<file path="src/rtl/pattern_apply_sequencer_if.sv">
// Bus between the pattern sequencer and its controller / netlist-under-test.
// state_dbg encoding: 0 IDLE, 1 APPLY, 2 SETTLE, 3 CAPTURE, 4 DONE.
interface pattern_apply_sequencer_if #(
    parameter int IN_W  = 11,
    parameter int OUT_W = 9
);
    // start and abort are level requests sampled on the rising clock edge with no ack:
    // start is honoured only while idle, abort only while a run is active.
    logic             start;
    logic             abort;
    logic [OUT_W-1:0] dut_out;
    logic [IN_W-1:0]  dut_in;
    logic             busy;
    logic             done;
    logic             sig_valid;
    logic [15:0]      signature;
    logic [15:0]      vec_idx;
    logic             pass;
    logic [2:0]       state_dbg;

    modport master (output start, abort, dut_out,
                    input  dut_in, busy, done, sig_valid, signature, vec_idx, pass, state_dbg);
    modport slave  (input  start, abort, dut_out,
                    output dut_in, busy, done, sig_valid, signature, vec_idx, pass, state_dbg);
endinterface

</file>
<file path="src/rtl/pattern_apply_sequencer.sv">
// LFSR pattern applier with MISR response compaction for self-test of a netlist.
// Defining PATSEQ_GOLDEN_CHECK_EN adds a golden-signature compare driving pass.
module pattern_apply_sequencer #(
    parameter int          IN_W       = 11,
    parameter int          OUT_W      = 9,
    parameter int          SETTLE     = 2,
    parameter int          NUM_VEC    = 256,
    parameter logic [15:0] LFSR_SEED  = 16'hACE1,
    parameter logic [15:0] GOLDEN_SIG = 16'h0000
) (
    input  logic                     blif_clk_net,
    input  logic                     blif_reset_net,
    pattern_apply_sequencer_if.slave bus
);
    typedef enum logic [2:0] {
        S_IDLE    = 3'd0,
        S_APPLY   = 3'd1,
        S_SETTLE  = 3'd2,
        S_CAPTURE = 3'd3,
        S_DONE    = 3'd4
    } state_t;

    localparam logic [15:0] SEED_EFF  = (LFSR_SEED == 16'h0000) ? 16'h0001 : LFSR_SEED;
    localparam logic [15:0] LAST_IDX  = 16'(NUM_VEC - 1);
    localparam logic [7:0]  SETTLE_LD = (SETTLE > 0) ? 8'(SETTLE - 1) : 8'd0;

    state_t          state_q, state_d;
    logic [15:0]     lfsr_q, lfsr_d;
    logic [15:0]     misr_q, misr_d;
    logic [15:0]     vec_idx_q, vec_idx_d;
    logic [IN_W-1:0] dut_in_q, dut_in_d;
    logic [7:0]      settle_cnt_q, settle_cnt_d;
    logic            sig_valid_q, sig_valid_d;
    logic [15:0]     lfsr_step, misr_step;
    logic            abort_hit, start_hit, last_capture;

    assign lfsr_step    = {lfsr_q[14:0], lfsr_q[15] ^ lfsr_q[13] ^ lfsr_q[12] ^ lfsr_q[10]};
    assign misr_step    = {misr_q[14:0], misr_q[15] ^ misr_q[13] ^ misr_q[12] ^ misr_q[10]}
                          ^ 16'(bus.dut_out);
    assign abort_hit    = bus.abort && (state_q != S_IDLE);
    assign start_hit    = bus.start && (state_q == S_IDLE);
    assign last_capture = (state_q == S_CAPTURE) && (vec_idx_q == LAST_IDX) && !abort_hit;

    always_ff @(posedge blif_clk_net) begin
        if (blif_reset_net) begin
            state_q      <= S_IDLE;
            lfsr_q       <= SEED_EFF;
            misr_q       <= '0;
            vec_idx_q    <= '0;
            dut_in_q     <= '0;
            settle_cnt_q <= '0;
            sig_valid_q  <= 1'b0;
        end else begin
            state_q      <= state_d;
            lfsr_q       <= lfsr_d;
            misr_q       <= misr_d;
            vec_idx_q    <= vec_idx_d;
            dut_in_q     <= dut_in_d;
            settle_cnt_q <= settle_cnt_d;
            sig_valid_q  <= sig_valid_d;
        end
    end

    always_comb begin
        state_d      = state_q;
        lfsr_d       = lfsr_q;
        misr_d       = misr_q;
        vec_idx_d    = vec_idx_q;
        dut_in_d     = dut_in_q;
        settle_cnt_d = settle_cnt_q;
        sig_valid_d  = sig_valid_q;
        unique case (state_q)
            S_IDLE: begin
                if (bus.start) begin
                    state_d     = S_APPLY;
                    lfsr_d      = SEED_EFF;
                    misr_d      = '0;
                    vec_idx_d   = '0;
                    sig_valid_d = 1'b0;
                end
            end
            S_APPLY: begin
                dut_in_d     = lfsr_q[IN_W-1:0];
                settle_cnt_d = SETTLE_LD;
                state_d      = (SETTLE > 0) ? S_SETTLE : S_CAPTURE;
            end
            S_SETTLE: begin
                if (settle_cnt_q == 8'd0) begin
                    state_d = S_CAPTURE;
                end else begin
                    settle_cnt_d = settle_cnt_q - 8'd1;
                end
            end
            S_CAPTURE: begin
                misr_d = misr_step;
                lfsr_d = lfsr_step;
                if (vec_idx_q == LAST_IDX) begin
                    state_d     = S_DONE;
                    sig_valid_d = 1'b1;
                end else begin
                    vec_idx_d = vec_idx_q + 16'd1;
                    state_d   = S_APPLY;
                end
            end
            S_DONE: begin
                state_d = S_IDLE;
            end
            default: begin
                state_d = S_IDLE;
            end
        endcase
        // Abort wins over everything in the case above, including the capture update.
        if (abort_hit) begin
            state_d     = S_IDLE;
            dut_in_d    = '0;
            misr_d      = misr_q;
            lfsr_d      = lfsr_q;
            vec_idx_d   = vec_idx_q;
            sig_valid_d = 1'b0;
        end
    end

    assign bus.dut_in    = dut_in_q;
    assign bus.busy      = (state_q == S_APPLY) || (state_q == S_SETTLE) || (state_q == S_CAPTURE);
    assign bus.done      = (state_q == S_DONE);
    assign bus.sig_valid = sig_valid_q;
    assign bus.signature = misr_q;
    assign bus.vec_idx   = vec_idx_q;
    assign bus.state_dbg = state_q;

`ifdef PATSEQ_GOLDEN_CHECK_EN
    logic pass_q;

    // Compares the signature being written by the final capture, so pass lines up with done.
    always_ff @(posedge blif_clk_net) begin
        if (blif_reset_net) begin
            pass_q <= 1'b0;
        end else if (abort_hit || start_hit) begin
            pass_q <= 1'b0;
        end else if (last_capture) begin
            pass_q <= (misr_step == GOLDEN_SIG);
        end
    end

    assign bus.pass = pass_q;
`else
    // GOLDEN_SIG is still referenced so the parameter list stays uniform; this folds to 0.
    assign bus.pass = 1'b0 & (^GOLDEN_SIG);
`endif
endmodule

</file>
<file path="src/flat_wrapper.sv">
// flat-port wrapper written by rule: the top's interface ports become plain ports
module pattern_apply_sequencer_flat 
#(
    parameter int          IN_W       = 11,
    parameter int          OUT_W      = 9,
    parameter int          SETTLE     = 2,
    parameter int          NUM_VEC    = 256,
    parameter logic [15:0] LFSR_SEED  = 16'hACE1,
    parameter logic [15:0] GOLDEN_SIG = 16'h0000
)
  (blif_clk_net, blif_reset_net, bus_start, bus_abort, bus_dut_out, bus_dut_in, bus_busy, bus_done, bus_sig_valid, bus_signature, bus_vec_idx, bus_pass, bus_state_dbg);
  pattern_apply_sequencer_if #(.IN_W(IN_W), .OUT_W(OUT_W)) bus_i ();
  input  logic blif_clk_net;
  input  logic blif_reset_net;
  input wire logic [$bits(bus_i.start)-1:0] bus_start;
  input wire logic [$bits(bus_i.abort)-1:0] bus_abort;
  input wire logic [$bits(bus_i.dut_out)-1:0] bus_dut_out;
  output wire logic [$bits(bus_i.dut_in)-1:0] bus_dut_in;
  output wire logic [$bits(bus_i.busy)-1:0] bus_busy;
  output wire logic [$bits(bus_i.done)-1:0] bus_done;
  output wire logic [$bits(bus_i.sig_valid)-1:0] bus_sig_valid;
  output wire logic [$bits(bus_i.signature)-1:0] bus_signature;
  output wire logic [$bits(bus_i.vec_idx)-1:0] bus_vec_idx;
  output wire logic [$bits(bus_i.pass)-1:0] bus_pass;
  output wire logic [$bits(bus_i.state_dbg)-1:0] bus_state_dbg;
  assign bus_i.start = bus_start;
  assign bus_i.abort = bus_abort;
  assign bus_i.dut_out = bus_dut_out;
  assign bus_dut_in = bus_i.dut_in;
  assign bus_busy = bus_i.busy;
  assign bus_done = bus_i.done;
  assign bus_sig_valid = bus_i.sig_valid;
  assign bus_signature = bus_i.signature;
  assign bus_vec_idx = bus_i.vec_idx;
  assign bus_pass = bus_i.pass;
  assign bus_state_dbg = bus_i.state_dbg;
  pattern_apply_sequencer #(.IN_W(IN_W), .OUT_W(OUT_W), .SETTLE(SETTLE), .NUM_VEC(NUM_VEC), .LFSR_SEED(LFSR_SEED), .GOLDEN_SIG(GOLDEN_SIG)) u_core (.blif_clk_net(blif_clk_net), .blif_reset_net(blif_reset_net), .bus(bus_i));
endmodule
</file>
<file path="config.mk">
export PLATFORM = sky130hd
export DESIGN_NAME = pattern_apply_sequencer_flat
export DESIGN_NICKNAME = d
export VERILOG_FILES = /design/src/rtl/pattern_apply_sequencer_if.sv /design/src/rtl/pattern_apply_sequencer.sv /design/src/flat_wrapper.sv
export SDC_FILE = /design/constraint.sdc
export NUM_CORES = 1
export LEC_CHECK = 0
export ABC_AREA = 0
export BUFFER_PORTS_ARGS = -buffer_cell sky130_fd_sc_hd__buf_2
export CORE_MARGIN = 2
export CORE_UTILIZATION = 54
export CTS_CLUSTER_SIZE = 30
export DETAILED_ROUTE_END_ITERATION = 7
export PLACE_DENSITY = 0.86
export SYNTH_ARGS = -nofsm -noshare
export SYNTH_HDL_FRONTEND = slang
export SYNTH_SLANG_ARGS = --single-unit
</file>
<file path="constraint.sdc">
create_clock -name blif_clk_net -period 2.1 [get_ports blif_clk_net]
set_input_delay 0.21 -clock blif_clk_net [delete_from_list [all_inputs] [get_ports blif_clk_net]]
set_output_delay 0.21 -clock blif_clk_net [all_outputs]
set_load 0.1 [all_outputs]
</file>
After elaboration in Yosys (flattened, before gate mapping)

Cells that the tools add are included.
Widths: inputs -> output; s select.

Register bits after elaboration: 71
Input bits: 13
Output and inout bits: 50
Word-level logic and storage cells: 56

Add/subtract/negate cells: 2
Equal/unequal tests: 10
Mux-type cells: 15
Bitwise logic cells: 8
Reduce and logical (&&, ||, !) cells: 14

Operators with widths:

| kind                  | count |
|---|---|
| $pmux 16 s2           | 3 |
| $mux 16               | 3 |
| $add 16x1->16 const B | 1 |
| $eq 16x8->1 const B   | 1 |
| $pmux 8 s2            | 1 |
| $xor 16x9->16         | 1 |
| $pmux 3 s4            | 1 |
| $mux 3                | 3 |
| $logic_not 8->1       | 1 |
| $mux 8                | 1 |
| $ne 2x2->1 const B    | 4 |
| $sub 8x1->8 const B   | 1 |
| $eq 3x2->1 const B    | 2 |
| $reduce_and 3->1      | 2 |
| $xor 1x1->1           | 6 |
| $reduce_and 2->1      | 2 |
| $reduce_and 4->1      | 1 |
| $reduce_bool 2->1     | 2 |
| $eq 3x1->1 const B    | 1 |
| $eq 3x3->1 const B    | 1 |
| $logic_not 3->1       | 1 |
| $reduce_bool 3->1     | 1 |
| $logic_or 1x1->1      | 2 |
| $mux 1                | 2 |
| other kinds (5)       | 5 |

Logic depth before layout (Yosys ltp)

Gate-level depths: netlist of run 1.

Depth after elaboration: 5
Gate-level depth with buffers: 8
Mapped depth without buffers: 6

Worst setup path after synthesis of run 1

No wires, ideal clock.

Path type: register to output
Start point: reg u_core.state_q[2] (netlist: u_core.bus.state_dbg[2])
End point: out bus_done
Arrival: 3.413 ns
Data required time: 1.890 ns
Setup slack: -1.523 ns
Stages on the path, launching flop included: 3
Path buffers: 0
Path through: dfxtp_1 > inv_1 > nor3_1

Word-level cells in the longest chain between the ends: 1

Ends and longest elaborated chain:

| element                | RTL line                       | RTL |
|---|---|---|
| from (decl)            | pattern_apply_sequencer.sv:27  | `state_t state_q, state_d;` |
| from (signal assigned) | pattern_apply_sequencer.sv:54  | `state_q <= state_d;` |
| $eq 3x3->1             | pattern_apply_sequencer.sv:125 | `assign bus.done = (state_q == S_DONE);` |
| to (decl)              | flat_wrapper.sv:20             | `output wire logic [$bits(bus_i.done)-1:0] bus_done;` |

No other way between the ends.

Worst setup path after layout of run 1

Start point: reg u_core.settle_cnt_q[0]
End point: reg u_core.state_q[0] (netlist: u_core.bus.state_dbg[0])

Word-level cells in the longest chain between the ends: 3

Ends and longest elaborated chain:

| element                    | RTL line                      | RTL |
|---|---|---|
| from (decl)                | pattern_apply_sequencer.sv:32 | `logic [7:0] settle_cnt_q, settle_cnt_d;` |
| from (signal assigned)     | pattern_apply_sequencer.sv:59 | `settle_cnt_q <= settle_cnt_d;` |
| $logic_not 8->1            | pattern_apply_sequencer.sv:88 | `if (settle_cnt_q == 8'd0) begin` |
| $ne 2x1->1 (no line)       | n/a                           |  |
| $reduce_and 2->1 (no line) | n/a                           |  |

No other way between the ends.
A chain may end at the register's enable or synchronous reset.

==> qor.yml, run 1 <==
placement:
  place_congestion: 0.8482
  placed_cell_area_um2: 3585
  dp_hpwl_um: 4578
  dpl.cell_count: 502
  io_buffers: 61
die:
  start_util_pct: 56.90
  die_h_um: 80.64
  die_w_um: 80.64
  die_area_um2: 6503
  coreArea_um2: 5574
  rows: 27
  io_pins: 63
global_route:
  grt_max_degree: 36
  grt_pass1_vias: 2505
  grt_first_pass_wirelength_um: 11320
  overflow: 0
  grtUsageTotal_pct: 22.29
  antenna_found_initial: 0
job:
  cap_violations: 0
sta:
  fmax_mhz: 508.8
  grt_setup_unrepaired: "no"
  slew_violations: 0
  hold_viol: 0
  final-setup-viol-count: 0
  slew_headroom_pct: 58.32
  setup_tns_ps: 0
  finalCritPeriodShare_pct: 93.60
  fin_crit_ps: 1966
  tightest_slew_ps: 625.2
  clock_skew_ps: 7.506
layout:
  layout-drive-gt1-share_pct: 24.89
  final_area_um2: 3761
  diodes: 0
  layoutNonFillerInstCount: 518
  fin_nets: 457
  area_delta_synth_final_pct: 18.58
synth:
  yosys_warnings: 0
  avgSynthCellArea_um2: 8.238
  syn_inst: 385
  ys_seq_area_share_pct: 44.81
  synth_cell_types: 48
  ys_async_sr_fraction_pct: 0
  synth_edf_count: 0
  syn_area_um2: 3172
  yosys_register_bits: 71
  synth_top_flop_cell: "dfxtp_1"
  synth_fp_nets: 401
cts:
  clockBufferDepth: 2
  clkLatencyLatePin_ps: 340
  cts_num_sinks: 71
  post_cts_buffers: 0
  ctsHoldBuffers: 0
  clockRootBuffer: "clkbuf_8"
  cts_tree: "yes"
  clk_pin_slew_worst_paths_ps: 80
  h-tree-depth: 3
  cts-resized-gates: 0
  numCtsBuffers: 9
outcome:
  outcome: "finished, final reports clean"
worst_setup_path:
  path_cells: "inv_1 -> ha_1 -> or3b_2 -> o21a_4 -> or4_4 -> a21oi_2"
  crit_fanout: 6
  endpoint_kind: "flip-flop"
  worst_setup_path_start_kind: "flip-flop"
  slowest_stage: "or3b_2"
  path_class: "flip-flop to flip-flop"
  critical_path_arrival_ps: 2240
  crit_buf_inv: 1
  required_ps: 2370
  crit_family: "simple AND/OR/NAND/NOR gates"
  slowest_delay_ps: 520
pwr:
  p_sw_uw: 1259
  power_frac_clock_pct: 28.6
  intPower_uw: 2164
  seq_power_share_pct: 44.2
  vdd_ir_drop_max_mv: 0.5567
  p_leak_uw: 0.001490
  pwr-share-comb_pct: 27.2
  power_density_nw_per_um2: 910.1
  p_sw_share_pct: 36.77
detailed_routing:
  drc: 0
  vias: 2900
  dr.pass1.iters: 4
  antenna_left: 0
  drt-initial-drc-count: 148
  wl_per_cell_um: 13.38
  detail_route.vias_per_cell: 5.598
  routed_wl_um: 6932
hold_path:
  holdCritPathClass: "input pin to flip-flop"
==> cells in the mapped netlist (6+ instances only) <==
master / instances / share of area (%)
nand2_1: 76 / 9.0
dfxtp_1: 71 / 45
a21oi_1: 48 / 7.6
nand3_1: 35 / 5.5
clkbuf_1: 14 / 1.7
nor2_1: 13 / 1.5
xor2_1: 12 / 3.3
nand2b_1: 11 / 2.2
inv_1: 8 / 0.95
a211oi_1: 7 / 1.7
buf_2: 7 / 1.1
mux2i_1: 7 / 2.2
o31ai_1: 6 / 1.4
==> state kept, by name, indices dropped and copies added (netlist names) <==
register and cells:
u_core.bus.dut_in 11, u_core.bus.state_dbg 3, u_core.bus.sig_valid 1, u_core.lfsr_q 16
u_core.settle_cnt_q 8, u_core.bus.vec_idx 16, u_core.bus.signature 16
==> tightest hold or removal path: cells and delay by family <==
family	cells	cell delay [ps]
buffers and inverters	1	80
AND/OR/NAND/NOR	1	70
AO/OA/AOI/OAI	1	60
XOR/XNOR	1	50
==> metrics by stage <==
step                      total power (uW)  hold slack (ps)  utilization (%)  worst slack [ps]
after global routing                  3594            171.3            67.47             81.02
after floorplan                       2287            400.6                -             42.17
after CTS                             3442            169.4            67.47             143.2
after global placement                2446            439.5            64.31             201.0
after detailed placement              2469            445.9            64.31             161.7
final                                 3423            178.1            67.47             134.5
==> power groups by stage <==
stage / Combinational (uW) / Clock [uW] / Sequential [uW]
2_1_floorplan: 560 / 0 / 1730
3_3_place_gp: 911 / 0 / 1540
3_5_place_dp: 928 / 0 / 1540
4_1_cts: 933 / 998 / 1510
5_1_grt: 1010 / 1060 / 1530
6_report: 932 / 979 / 1510
==> layer usage <==
metal  vias to the layer above  share of wire, %  track usage (%)
li1                       1452                 -                -
met1                      1351                45            28.56
met2                        83                47            36.00
met3                        14               5.4            5.169
met4                         0               2.0            9.322
met5                         -                 0                0
==> kinds of logic (layout without fill, tap and decap cells) <==
| family | Yosys count | count (layout) | share of synthesized area, % |
|---|---|---|---|
| other | 1 | 1 | 0.1182 |
| multiplexers | 8 | 8 | 2.564 |
| AND/OR/NAND/NOR | 168 | 168 | 25.96 |
| flip-flops | 71 | 71 | 44.81 |
| adder cells (fa/ha/maj) | 3 | 3 | 1.184 |
| XOR/XNOR | 18 | 18 | 5.404 |
| AO/OA/AOI/OAI | 81 | 81 | 15.42 |
| buffers and inverters | 35 | 96 | 4.537 |
==> path summary, 6_finish.rpt <==
path | from | to | cells after the start | slack, ps
worst max-delay path | u_core.settle_cnt_q[0] | u_core.bus.state_dbg[0] | 6 | 130
worst min-delay path | bus_dut_out[4] | u_core.bus.signature[4] | 4 | 180
worst max register to register | u_core.settle_cnt_q[0] | u_core.bus.state_dbg[0] | 6 | 130
worst min register to register | u_core.bus.dut_in[2] | u_core.bus.dut_in[2] | 2 | 450
==> cell usage in the layout, fill, tap and decap left out, drive strengths merged, types with 2 or more instances in the layout <==
cell type / synthesis / final
nand2: 76 / 76
buf: 13 / 72
dfxtp: 71 / 71
a21oi: 49 / 49
nand3: 35 / 35
nor2: 13 / 13
clkbuf: 14 / 13
xor2: 12 / 12
nand2b: 11 / 11
inv: 8 / 8
a211oi: 7 / 7
mux2i: 7 / 7
o31ai: 6 / 6
or4: 6 / 6
o21ai: 6 / 6
xnor2: 5 / 5
nor3: 5 / 5
o2111ai: 4 / 4
or3: 4 / 4
and4: 3 / 3
ha: 3 / 3
nor3b: 3 / 3
nor4: 2 / 2
or3b: 2 / 2
nand4: 2 / 2
nand4b: 2 / 2
clkinv: 0 / 2
o21a: 2 / 2
==> final cells by class <==
class	count	area [um2]
Tap cell	72	90.09
Timing Repair Buffer	72	387.9
Inverter	8	30.03
Fill cell	469	1813
Multi-Input combinational cell	279	1632
Sequential cell	71	1445
Clock inverter	3	17.52
Clock buffer	13	158.9
No activity file was read; power rests on OpenSTA's default activity.
==> run 2: changes to the inputs <==
--- a/config.mk
+++ b/config.mk
@@ -8,10 +8,11 @@
 export ABC_AREA = 0
 export BUFFER_PORTS_ARGS = -buffer_cell sky130_fd_sc_hd__buf_2
 export CORE_MARGIN = 2
-export CORE_UTILIZATION = 54
+export CORE_UTILIZATION = 45
 export CTS_CLUSTER_SIZE = 30
 export DETAILED_ROUTE_END_ITERATION = 7
-export PLACE_DENSITY = 0.86
+export PLACE_DENSITY = 0.75
+export SLEW_MARGIN = 20
 export SYNTH_ARGS = -nofsm -noshare
 export SYNTH_HDL_FRONTEND = slang
 export SYNTH_SLANG_ARGS = --single-unit
==> run 2 against run 1 <==
Setup slack got worse by 1.5 ps. Via count shrank 2.1%. Critical path depth unchanged. Final cell count rose by 4.2%. Die area grew 19%. Final area grew 1.3%. Clock skew is essentially flat. Register-to-register slack barely moved. Sequential share of layout area down 0.48 points. Clock power grew 9%. Critical endpoint unchanged. Largest cell class unchanged. Largest power group unchanged.
==> qor.yml, run 2 (synthesis results as in run 1) <==
sta:
  fmax_mhz: 508.4  # about the same
  slew_violations: 0  # unchanged
  final-setup-viol-count: 0  # unchanged
  finalCritPeriodShare_pct: 93.67  # about the same
  fin_crit_ps: 1967  # +1.534 ps
  tightest_slew_ps: 629.0  # +3.816 ps
  hold_viol: 0  # unchanged
  setup_tns_ps: 0  # unchanged
  slew_headroom_pct: 58.07  # -0.25 points
  grt_setup_unrepaired: "no"
  clock_skew_ps: 7.885  # +0.3782 ps
placement:
  io_buffers: 61  # unchanged
  dp_hpwl_um: 4685  # +2.3%
  dpl.cell_count: 525  # +4.6%
  placed_cell_area_um2: 3607  # +0.63%
  place_congestion: 0.8259  # -2.6%
pwr:
  p_leak_uw: 0.001494  # +0.30%
  power_density_nw_per_um2: 919.1  # +0.99%
  total_power_uw: 3500  # +2.3%
  vdd_ir_drop_max_mv: 0.4722  # -15%
cts:
  numCtsBuffers: 9  # unchanged
  post_cts_buffers: 0  # unchanged
  clkLatencyLatePin_ps: 340  # about the same
  h-tree-depth: 3  # unchanged
  cts-resized-gates: 0  # unchanged
  clockBufferDepth: 2  # unchanged
  clockRootBuffer: "clkbuf_8"
  cts_tree: "yes"
  cts_num_sinks: 71  # unchanged
  clk_pin_slew_worst_paths_ps: 80  # about the same
  ctsHoldBuffers: 0  # unchanged
global_route:
  overflow: 0  # unchanged
  grtUsageMet2_pct: 31.27  # -4.7 points
  antenna_found_initial: 0  # unchanged
  grt_util_met1_pct: 25.07  # -3.5 points
  top_usage_layer: "met2"
  grt_pass1_vias: 2699  # +7.7%
  grt_max_degree: 36  # unchanged
  grt_first_pass_wirelength_um: 11980  # +5.8%
  grtUsageTotal_pct: 19.26  # -3.0 points
  met3_usage_pct: 3.864  # -1.3 points
worst_setup_path:
  required_ps: 2370  # about the same
  crit_fanout: 6  # unchanged
  worst_setup_path_start_kind: "flip-flop"
  path_class: "flip-flop to flip-flop"
  endpoint_kind: "flip-flop"
  critical_path_arrival_ps: 2240  # about the same
layout:
  fin_nets: 456  # -0.22%
  mostFrequentLayoutCells: "nand2_1, buf_2, dfxtp_1"
  diodes: 0  # unchanged
  area_delta_synth_final_pct: 20.08
  layout-drive-gt1-share_pct: 25.00  # +0.11 points
  layout_commonest_cell: "nand2_1"
  fillers: 638  # +36%
  final_area_um2: 3809  # +1.3%
  multi_input_area_um2: 1632  # unchanged
  layoutNonFillerInstCount: 540  # +4.2%
  register_area_um2: 1445  # unchanged
  utilization_pct: 56.06  # -11 points
job:
  cap_violations: 0  # unchanged
detailed_routing:
  vias: 2840  # -2.1%
  drt-initial-drc-count: 158  # +6.8%
  routed_wl_um: 6933  # about the same
  detail_route.vias_per_cell: 5.259  # -6.1%
  antenna_left: 0  # unchanged
  drc: 0  # unchanged
  wl_per_cell_um: 12.84  # -4.1%
  dr.pass1.iters: 5  # +1
die:
  die_w_um: 87.96  # +9.1%
  rows: 30  # +11%
  die_area_um2: 7736  # +19%
  coreArea_um2: 6794  # +22%
  die_h_um: 87.96  # +9.1%
  start_util_pct: 46.69  # -10 points
  io_pins: 63  # unchanged
hold_path:
  holdCritPathClass: "input pin to flip-flop"
outcome:
  outcome: "finished, final reports clean"
run 2: path summary, 6_finish.rpt:
path,depth (start not counted),slack (ps),start,end
worst max-delay path,6,130,u_core.settle_cnt_q[0],u_core.bus.state_dbg[0]
worst min-delay path,4,180,bus_dut_out[6],u_core.bus.signature[6]
worst max register to register,6,130,u_core.settle_cnt_q[0],u_core.bus.state_dbg[0]
worst min register to register,2,460,u_core.bus.dut_in[5],u_core.bus.dut_in[5]
run 2: area by class of cell:
| type | count | share of cell area (%) |
|---|---|---|
| multi-input cells | 279 | 42.84 |
| flip-flops and latches | 71 | 37.94 |
| repair buffers | 71 | 9.987 |
| clock buffers | 12 | 4.632 |
| well taps | 96 | 3.154 |
| inverters | 8 | 0.7884 |
| clock inverters | 3 | 0.6570 |
run 2: power by group:
part | internal [uW] | switching [uW] | total [uW]
Clock | 563 | 506 | 1070
Sequential | 1430 | 80.6 | 1510
Combinational | 237 | 685 | 922
run 2: per-stage QoR:
step	setup slack, ps	hold WS, ps
after floorplan	42.17	400.6
after global placement	197.0	443.1
after detailed placement	160.3	446.9
after CTS	133.9	159.7
after global routing	43.38	180.1
final	132.9	177.1
run 2: layer usage:
layer	wire (um)	vias up
met1	3186	1301
met2	3248	80
met5	0	-
li1	-	1449
met3	392	10
met4	105	0
run 2: critical path: stages, from the launching register on:
cell	delay, ps
dfxtp_1	350
inv_1	90
ha_1	130
or3b_2	520
o21a_4	250
or4_4	470
a21oi_2	100
